### src/rtl/slink_link_clk_switch_ctrl.sv
// slink_link_clk_switch_ctrl
// Sequencer (refclk domain) that owns the link-clock mux select and the
// link-domain reset request. A clock-source change is always bracketed by
// link reset: assert reset, qualify the PHY clock, flip the select, let the
// synchronized mux settle, then release reset.
//
// Ports:
//   refclk         in   block clock
//   refclk_reset   in   synchronous active-high reset
//   phy_clk_req    in   level request: 1 = link on phy_clk, 0 = link on refclk
//   phy_clk_ready  in   PHY clock valid (asynchronous, synchronized here)
//   use_phy_clk    out  link clock mux select
//   link_reset     out  link-domain reset request (active-high)
//   switch_busy    out  sequence in progress
//   on_phy_clk     out  link running on phy_clk
//   timeout_err    out  sticky PHY-ready timeout flag
//
// state       | meaning
// ------------+---------------------------------------------------------
// INIT        | post-reset hold of link reset, select on refclk
// REF_SETTLE  | select on refclk, waiting for mux to settle
// REF_ACTIVE  | link running on refclk
// RST_TO_PHY  | link reset held before moving to phy_clk
// WAIT_PHY    | waiting for stable phy_clk_ready (bounded by timeout)
// PHY_SETTLE  | select on phy_clk, waiting for mux to settle
// PHY_ACTIVE  | link running on phy_clk
// RST_TO_REF  | link reset held before moving back to refclk
// ERROR       | PHY never became ready; link on refclk, out of reset

module slink_link_clk_switch_ctrl #(
   parameter int RST_CYCLES    = 16,
   parameter int SETTLE_CYCLES = 8,
   parameter int READY_STABLE  = 4,
   parameter int READY_TIMEOUT = 1024,
   parameter int CNT_W         = 16
) (
   input  logic refclk,
   input  logic refclk_reset,
   input  logic phy_clk_req,
   input  logic phy_clk_ready,
   output logic use_phy_clk,
   output logic link_reset,
   output logic switch_busy,
   output logic on_phy_clk,
   output logic timeout_err
);

   typedef enum logic [3:0] {
      S_INIT,
      S_REF_SETTLE,
      S_REF_ACTIVE,
      S_RST_TO_PHY,
      S_WAIT_PHY,
      S_PHY_SETTLE,
      S_PHY_ACTIVE,
      S_RST_TO_REF,
      S_ERROR
   } state_e;

   localparam logic [CNT_W-1:0] RST_LD    = CNT_W'(RST_CYCLES - 1);
   localparam logic [CNT_W-1:0] SETTLE_LD = CNT_W'(SETTLE_CYCLES - 1);
   localparam logic [CNT_W-1:0] TMO_LD    = CNT_W'(READY_TIMEOUT - 1);
   localparam logic [CNT_W-1:0] STAB_MAX  = CNT_W'(READY_STABLE - 1);

   state_e           state_q, state_d;
   logic [CNT_W-1:0] cnt_q, cnt_d;
   logic [CNT_W-1:0] stab_q, stab_d;
   logic             rdy_meta_q, rdy_s_q;
   logic             sel_q, sel_d;
   logic             lrst_q, lrst_d;
   logic             busy_q, busy_d;
   logic             on_q, on_d;
   logic             err_q, err_d;
   logic             cnt_zero;
   logic             rdy_ok;

   assign cnt_zero = (cnt_q == '0);

   // stab_q counts preceding consecutive high samples of rdy_s_q, so rdy_ok
   // is true on the READY_STABLE-th consecutive high sample.
   assign rdy_ok = rdy_s_q && (stab_q >= STAB_MAX);

   always_comb begin
      stab_d = stab_q;
      if (!rdy_s_q) begin
         stab_d = '0;
      end else if (stab_q < STAB_MAX) begin
         stab_d = stab_q + CNT_W'(1);
      end
   end

   always_comb begin
      state_d = state_q;
      cnt_d   = cnt_zero ? cnt_q : cnt_q - CNT_W'(1);
      case (state_q)
         S_INIT: begin
            if (cnt_zero) begin
               state_d = S_REF_SETTLE;
               cnt_d   = SETTLE_LD;
            end
         end
         S_REF_SETTLE: begin
            if (cnt_zero) state_d = S_REF_ACTIVE;
         end
         S_REF_ACTIVE: begin
            if (phy_clk_req) begin
               state_d = S_RST_TO_PHY;
               cnt_d   = RST_LD;
            end
         end
         S_RST_TO_PHY: begin
            if (cnt_zero) begin
               state_d = S_WAIT_PHY;
               cnt_d   = TMO_LD;
            end
         end
         S_WAIT_PHY: begin
            // request withdrawal wins over readiness, readiness over timeout
            if (!phy_clk_req) begin
               state_d = S_REF_SETTLE;
               cnt_d   = SETTLE_LD;
            end else if (rdy_ok) begin
               state_d = S_PHY_SETTLE;
               cnt_d   = SETTLE_LD;
            end else if (cnt_zero) begin
               state_d = S_ERROR;
            end
         end
         S_PHY_SETTLE: begin
            if (cnt_zero) state_d = S_PHY_ACTIVE;
         end
         S_PHY_ACTIVE: begin
            if (!phy_clk_req || !rdy_s_q) begin
               state_d = S_RST_TO_REF;
               cnt_d   = RST_LD;
            end
         end
         S_RST_TO_REF: begin
            if (cnt_zero) begin
               state_d = S_REF_SETTLE;
               cnt_d   = SETTLE_LD;
            end
         end
         S_ERROR: begin
            if (!phy_clk_req) state_d = S_REF_ACTIVE;
         end
         default: begin
            state_d = S_INIT;
            cnt_d   = RST_LD;
         end
      endcase
   end

   // Outputs are decoded from the next state so they move on the same edge
   // as the state; the select only differs between states that both hold
   // link reset, which keeps every select change inside a reset window.
   always_comb begin
      sel_d  = (state_d == S_PHY_SETTLE) || (state_d == S_PHY_ACTIVE) ||
               (state_d == S_RST_TO_REF);
      lrst_d = !((state_d == S_REF_ACTIVE) || (state_d == S_PHY_ACTIVE) ||
                 (state_d == S_ERROR));
      busy_d = lrst_d;
      on_d   = (state_d == S_PHY_ACTIVE);
      err_d  = err_q || (state_d == S_ERROR);
   end

   always_ff @(posedge refclk) begin
      if (refclk_reset) begin
         state_q    <= S_INIT;
         cnt_q      <= RST_LD;
         stab_q     <= '0;
         rdy_meta_q <= 1'b0;
         rdy_s_q    <= 1'b0;
         sel_q      <= 1'b0;
         lrst_q     <= 1'b1;
         busy_q     <= 1'b1;
         on_q       <= 1'b0;
         err_q      <= 1'b0;
      end else begin
         state_q    <= state_d;
         cnt_q      <= cnt_d;
         stab_q     <= stab_d;
         rdy_meta_q <= phy_clk_ready;
         rdy_s_q    <= rdy_meta_q;
         sel_q      <= sel_d;
         lrst_q     <= lrst_d;
         busy_q     <= busy_d;
         on_q       <= on_d;
         err_q      <= err_d;
      end
   end

   assign use_phy_clk = sel_q;
   assign link_reset  = lrst_q;
   assign switch_busy = busy_q;
   assign on_phy_clk  = on_q;
   assign timeout_err = err_q;

endmodule

### config.mk
export PLATFORM = sky130hd
export DESIGN_NAME = slink_link_clk_switch_ctrl
export DESIGN_NICKNAME = d
export VERILOG_FILES = /design/src/rtl/slink_link_clk_switch_ctrl.sv
export SDC_FILE = /design/constraint.sdc
export NUM_CORES = 1
export LEC_CHECK = 0
export ABC_AREA = 1
export CORE_MARGIN = 5
export CORE_UTILIZATION = 60
export DETAILED_ROUTE_END_ITERATION = 6
export PLACE_DENSITY = 0.79
export SLEW_MARGIN = 40
export SYNTH_ARGS = -nofsm -noshare
export SYNTH_HDL_FRONTEND = slang
export SYNTH_SLANG_ARGS = --single-unit
### constraint.sdc
create_clock -name refclk -period 2.4 [get_ports refclk]
set_input_delay 0.36 -clock refclk [delete_from_list [all_inputs] [get_ports refclk]]
set_output_delay 0.36 -clock refclk [all_outputs]
set_load 0.02 [all_outputs]
* Word-level counts from Yosys, hierarchy flattened
Index checks and enable logic that the tools add are counted.
** Cells by class
- Add/sub/neg operators :: 2
- Magnitude comparators :: 2
- Eq/ne operators :: 13
- Multiplexer cells :: 19
- Bitwise gates (word level) :: 1
- Reduce and logical (&&, ||, !) cells :: 15
** Operators with widths (count)
- $mux W16 :: 7
- $pmux W16 S6 :: 1
- $mux W4 :: 10
- $pmux W4 S8 :: 1
- $eq A4 B3 Y1 const B :: 7
- $add A16 B1 Y16 const B :: 1
- $ge A16 B2 Y1 const B :: 1
- $logic_not A16 Y1 :: 1
- $lt A16 B2 Y1 const B :: 1
- $sub A16 B1 Y16 const B :: 1
- $eq A4 B2 Y1 const B :: 3
- $eq A4 B4 Y1 const B :: 2
- $logic_or A1 B1 Y1 :: 6
- $eq A4 B1 Y1 const B :: 1
- $logic_not A4 Y1 :: 1
- $reduce_or A2 Y1 :: 2
- $logic_not A1 Y1 :: 3
- $reduce_or A3 Y1 :: 1
- $logic_and A1 B1 Y1 :: 1
- $not A1 Y1 :: 1
** Word-level totals
- Flip-flop bits (word level) :: 42

* Depth between registers and ports, before layout
- Depth after elaboration :: 9
- Mapped depth :: 13
- Mapped depth without buffers :: 13

* Worst setup path after synthesis
OpenSTA, ideal clock, no wires.
- Kind :: register -> register
- From :: register cnt_q[0]
- To :: register cnt_q[6]
- Arrival :: 1.364 ns
- Data required time :: 2.268 ns
- Path slack :: 0.904 ns
- Stages on the path, launching flop included :: 10
- Buffers on the path :: 0
- Cell sequence :: dfxtp_1 inv_1 ha_1 nand3_2 nor2_2 nand2_4 nand2_1 nand4_1 nand2_1 a21oi_1
** On the way
- Longest elaborated chain between the ends :: 5
** RTL lines
- start: declaration :: line 66 : logic [CNT_W-1:0] cnt_q, cnt_d;
- start signal: assignment :: line 181 : cnt_q <= cnt_d;
- $sub A16 B1 Y16 / $logic_not A16 Y1 (equally long branches) :: line 94, 77
- $mux W16 :: line 94 : cnt_d = cnt_zero ? cnt_q : cnt_q - CNT_W'(1);
- $mux W16 :: line 122 : end else if (rdy_ok) begin
- $mux W16 :: line 119 : if (!phy_clk_req) begin
- $pmux W16 S6 * :: line 95 : case (state_q)
Every way passes the cells marked *; elsewhere a longest branch is shown, timed or not.
A chain may end at the register's enable or synchronous reset.

* Final worst setup path
- From :: register cnt_q[0]
- To :: register cnt_q[4]
Same word-level chain as after synthesis.

==> flow_summary.yaml <==
run:
  drv_cap: 0
global_routing:
  grt_pass1_vias: 1787
  grt_pass1_wl_um: 7730
  antenna_found_initial: 0
  track_usage: 0.194
  grt-ovfl-total: 0
  grt_max_degree: 17
synthesis:
  async_reset_ff_frac: 0
  synth_area_mm2: 0.00216
  synth_top_cell_by_area: "dfxtp_1"
  synth_area_leaders: "dfxtp_1 (39%), nand2_1 (13%), nor2_1 (13%)"
  ys.flop_type: "dfxtp_1"
  synth-seq-cells: 42
  synthesis.nets: 341
  avgSynthCellArea_um2: 6.48
  ys_warn_count: 0
  synth_common_cells: "nand2_1 (74), nor2_1 (73), inv_1 (43), dfxtp_1 (42), nand3_1 (22)"
  yosysTopAreaCellShare: 0.389
  synth_cell_types: 29
  syn_inst: 334
  synth_edf_count: 0
  yosysMostFrequentCell: "nand2_1"
  seq_area_frac_synth: 0.389
clock_tree:
  post_cts_buffers: 0
  cts_max_level: 2
  insertion_delay_ps: 350
  clk_pin_slew_ps: 130
  cts_tree: "built"
  numCtsBuffers: 5
  cts_resized: 0
  hold_buffers: 0
  cts_sinks: 42
  root_buffer: "clkbuf_4"
  clock_path_buffers: 2
floorplanning:
  die_w_um: 70.0
  rows: 21
  die_area_mm2: 0.00491
  pin_count: 9
  core_area_mm2: 0.00342
  start_util: 0.633
  die_h_um: 70.0
cells_and_area:
  antennaDiodeCount: 0
  fin_cells: 394
  fillers: 314
  drive_above_1_share: 0.106
  fin_nets: 354
  syn_to_final_growth_pct: 8.62
  multi_input_area_mm2: 0.00111
  seqCellArea_um2: 841
placed_design:
  dp_hpwl_um: 3530
  gp_congestion: 0.936
  port_buffers: 8
  dpl.cell_count: 386
drt:
  ant_nets: 0
  wirelength_um: 4470
  vias: 1995
  routedWlPerCell_um: 11.3
  drc_errors: 0
  drt-pass1-iter-count: 4
  viasPerCell: 5.06
  drt_iter0_drc: 204
hold_path:
  min-delay-start: "rdy_meta_q"
  timing.hold.worst.class: "reg2reg"
timing:
  maxSlewViolCount: 0
  tightest_slew_ps: 496
  grt_setup_unrepaired: "false"
  fmax_ghz: 0.562
  period_minus_slack_ps: 1780
  period_share: 0.742
  finalHoldViolations: 0
  finalClockSkew_ps: 12.9
  setup_viol: 0
  tns_ps: 0
  max_slew_margin: 0.669
setup_path:
  cp.arrival_ps: 2020
  crit_family: "simple AND/OR/NAND/NOR gates"
  rrSetupSlack_ps: 620
  cp-startpoint: "cnt_q[0]"
  critPathCaptureType: "flip-flop"
  crit_fanout: 9
  cp.depth: 9
  cp-endpoint: "cnt_q[4]"
  crit_slowest_cell: "dfxtp_1"
  crit_chain: "inv_1, ha_1, nand3_2, nor2_2, nand2_4, nand2_1, nand4_1, nand2_1, a21oi_1"
  start_kind: "flip-flop"
  r2r-start: "cnt_q[0]"
  criticalPathCategory: "reg2reg"
  cp_num_buf_inv: 1
  reg2reg_to: "cnt_q[4]"
  path_common_cell: "nand2_1"
  slowest_delay_ps: 340
  crit_required_ps: 2640
  rr_worst_depth: 9
power:
  leakage_nw: 1.11
  vdd_drop_max_v: 0.000545
  cellPowerDensity_mw_per_mm2: 683
outcome:
  outcome: "finished, final reports clean"
-- metal layers --
| metal | global-route usage | part of all wire | vias to the layer above |
|---|---|---|---|
| li1 | - | - | 1051 |
| met1 | 0.247 | 0.46 | 875 |
| met2 | 0.320 | 0.46 | 63 |
| met3 | 0.0545 | 0.069 | 6 |
| met4 | 0.0574 | 0.0094 | 0 |
| met5 | 0 | 0 | - |
-- cell usage in the layout (no fill, tap or decap), drive strengths merged --
cell type	n
xor2	6
buf	1
nor4	1
nor3	4
clkbuf	5
nand4	3
clkinv	2
o211ai	1
inv	53
nor3b	1
o21bai	1
dfxtp	42
nand2	79
o21ai	8
xnor2	1
a21oi	21
ha	3
clkdlybuf4s50	8
or2	1
nand3	23
nor2	83
nand3b	1
-- final cells by class --
type	count	share of cell area
multi-input combinational	237	0.473
clock buffer	5	0.0160
tap	46	0.0245
clock inverter	3	0.00799
sequential	42	0.358
inverter	52	0.0831
timing repair buffer	9	0.0373
-- sequential cells by signal, summed over array words and instances, names as in the netlist --
name and flops:
timeout_err 1, state_q 4, switch_busy 1, rdy_meta_q 1, rdy_s_q 1, use_phy_clk 1
stab_q 16, on_phy_clk 1, cnt_q 16
-- worst min-delay path: cells and delay by family (launching register included) --
kind	cells	cell delay (ps)
buf+inv	1	50
simple gates	1	30
flops	1	330
-- report_power, final --
part           internal, mW  leakage (nW)  switching, mW
sequential            0.741         0.340         0.0383
clock                 0.115        0.0354          0.238
combinational         0.166         0.737          0.306
-- per-stage QoR --
step	hold WS, ps	util	power [mW]	setup slack (ps)	instance area, µm²
floorplan	388	-	1.16	904	2160
global route	448	0.688	1.73	418	2350
finish	434	0.688	1.60	620	2350
CTS	436	0.688	1.62	620	2350
detailed placement	417	0.671	1.26	489	2290
global placement	400	0.671	1.26	490	2290
-- cell families (layout without fill, tap and decap cells) --
kind of cell	count (synthesis)	after routing	synth area share
DFF	42	42	0.389
and+or+nand+nor	196	196	0.389
AOI/OAI and AO/OA	31	31	0.0792
adders and majority gates	3	3	0.0174
xor gates and xnor gates	7	7	0.0283
buffers and inverters	55	69	0.0972
-- worst min path at each step --
| stage | endpoint | slack (ps) | cells past startpoint |
|---|---|---|---|
| after detailed placement | rdy_s_q | 420 | 2 |
| after CTS | rdy_s_q | 440 | 2 |
| after global routing | stab_q[13] | 450 | 2 |
| after floorplan | rdy_s_q | 390 | 2 |
| after global placement | rdy_s_q | 400 | 2 |
| final | rdy_s_q | 430 | 2 |
(Power assumes the default switching activity.)
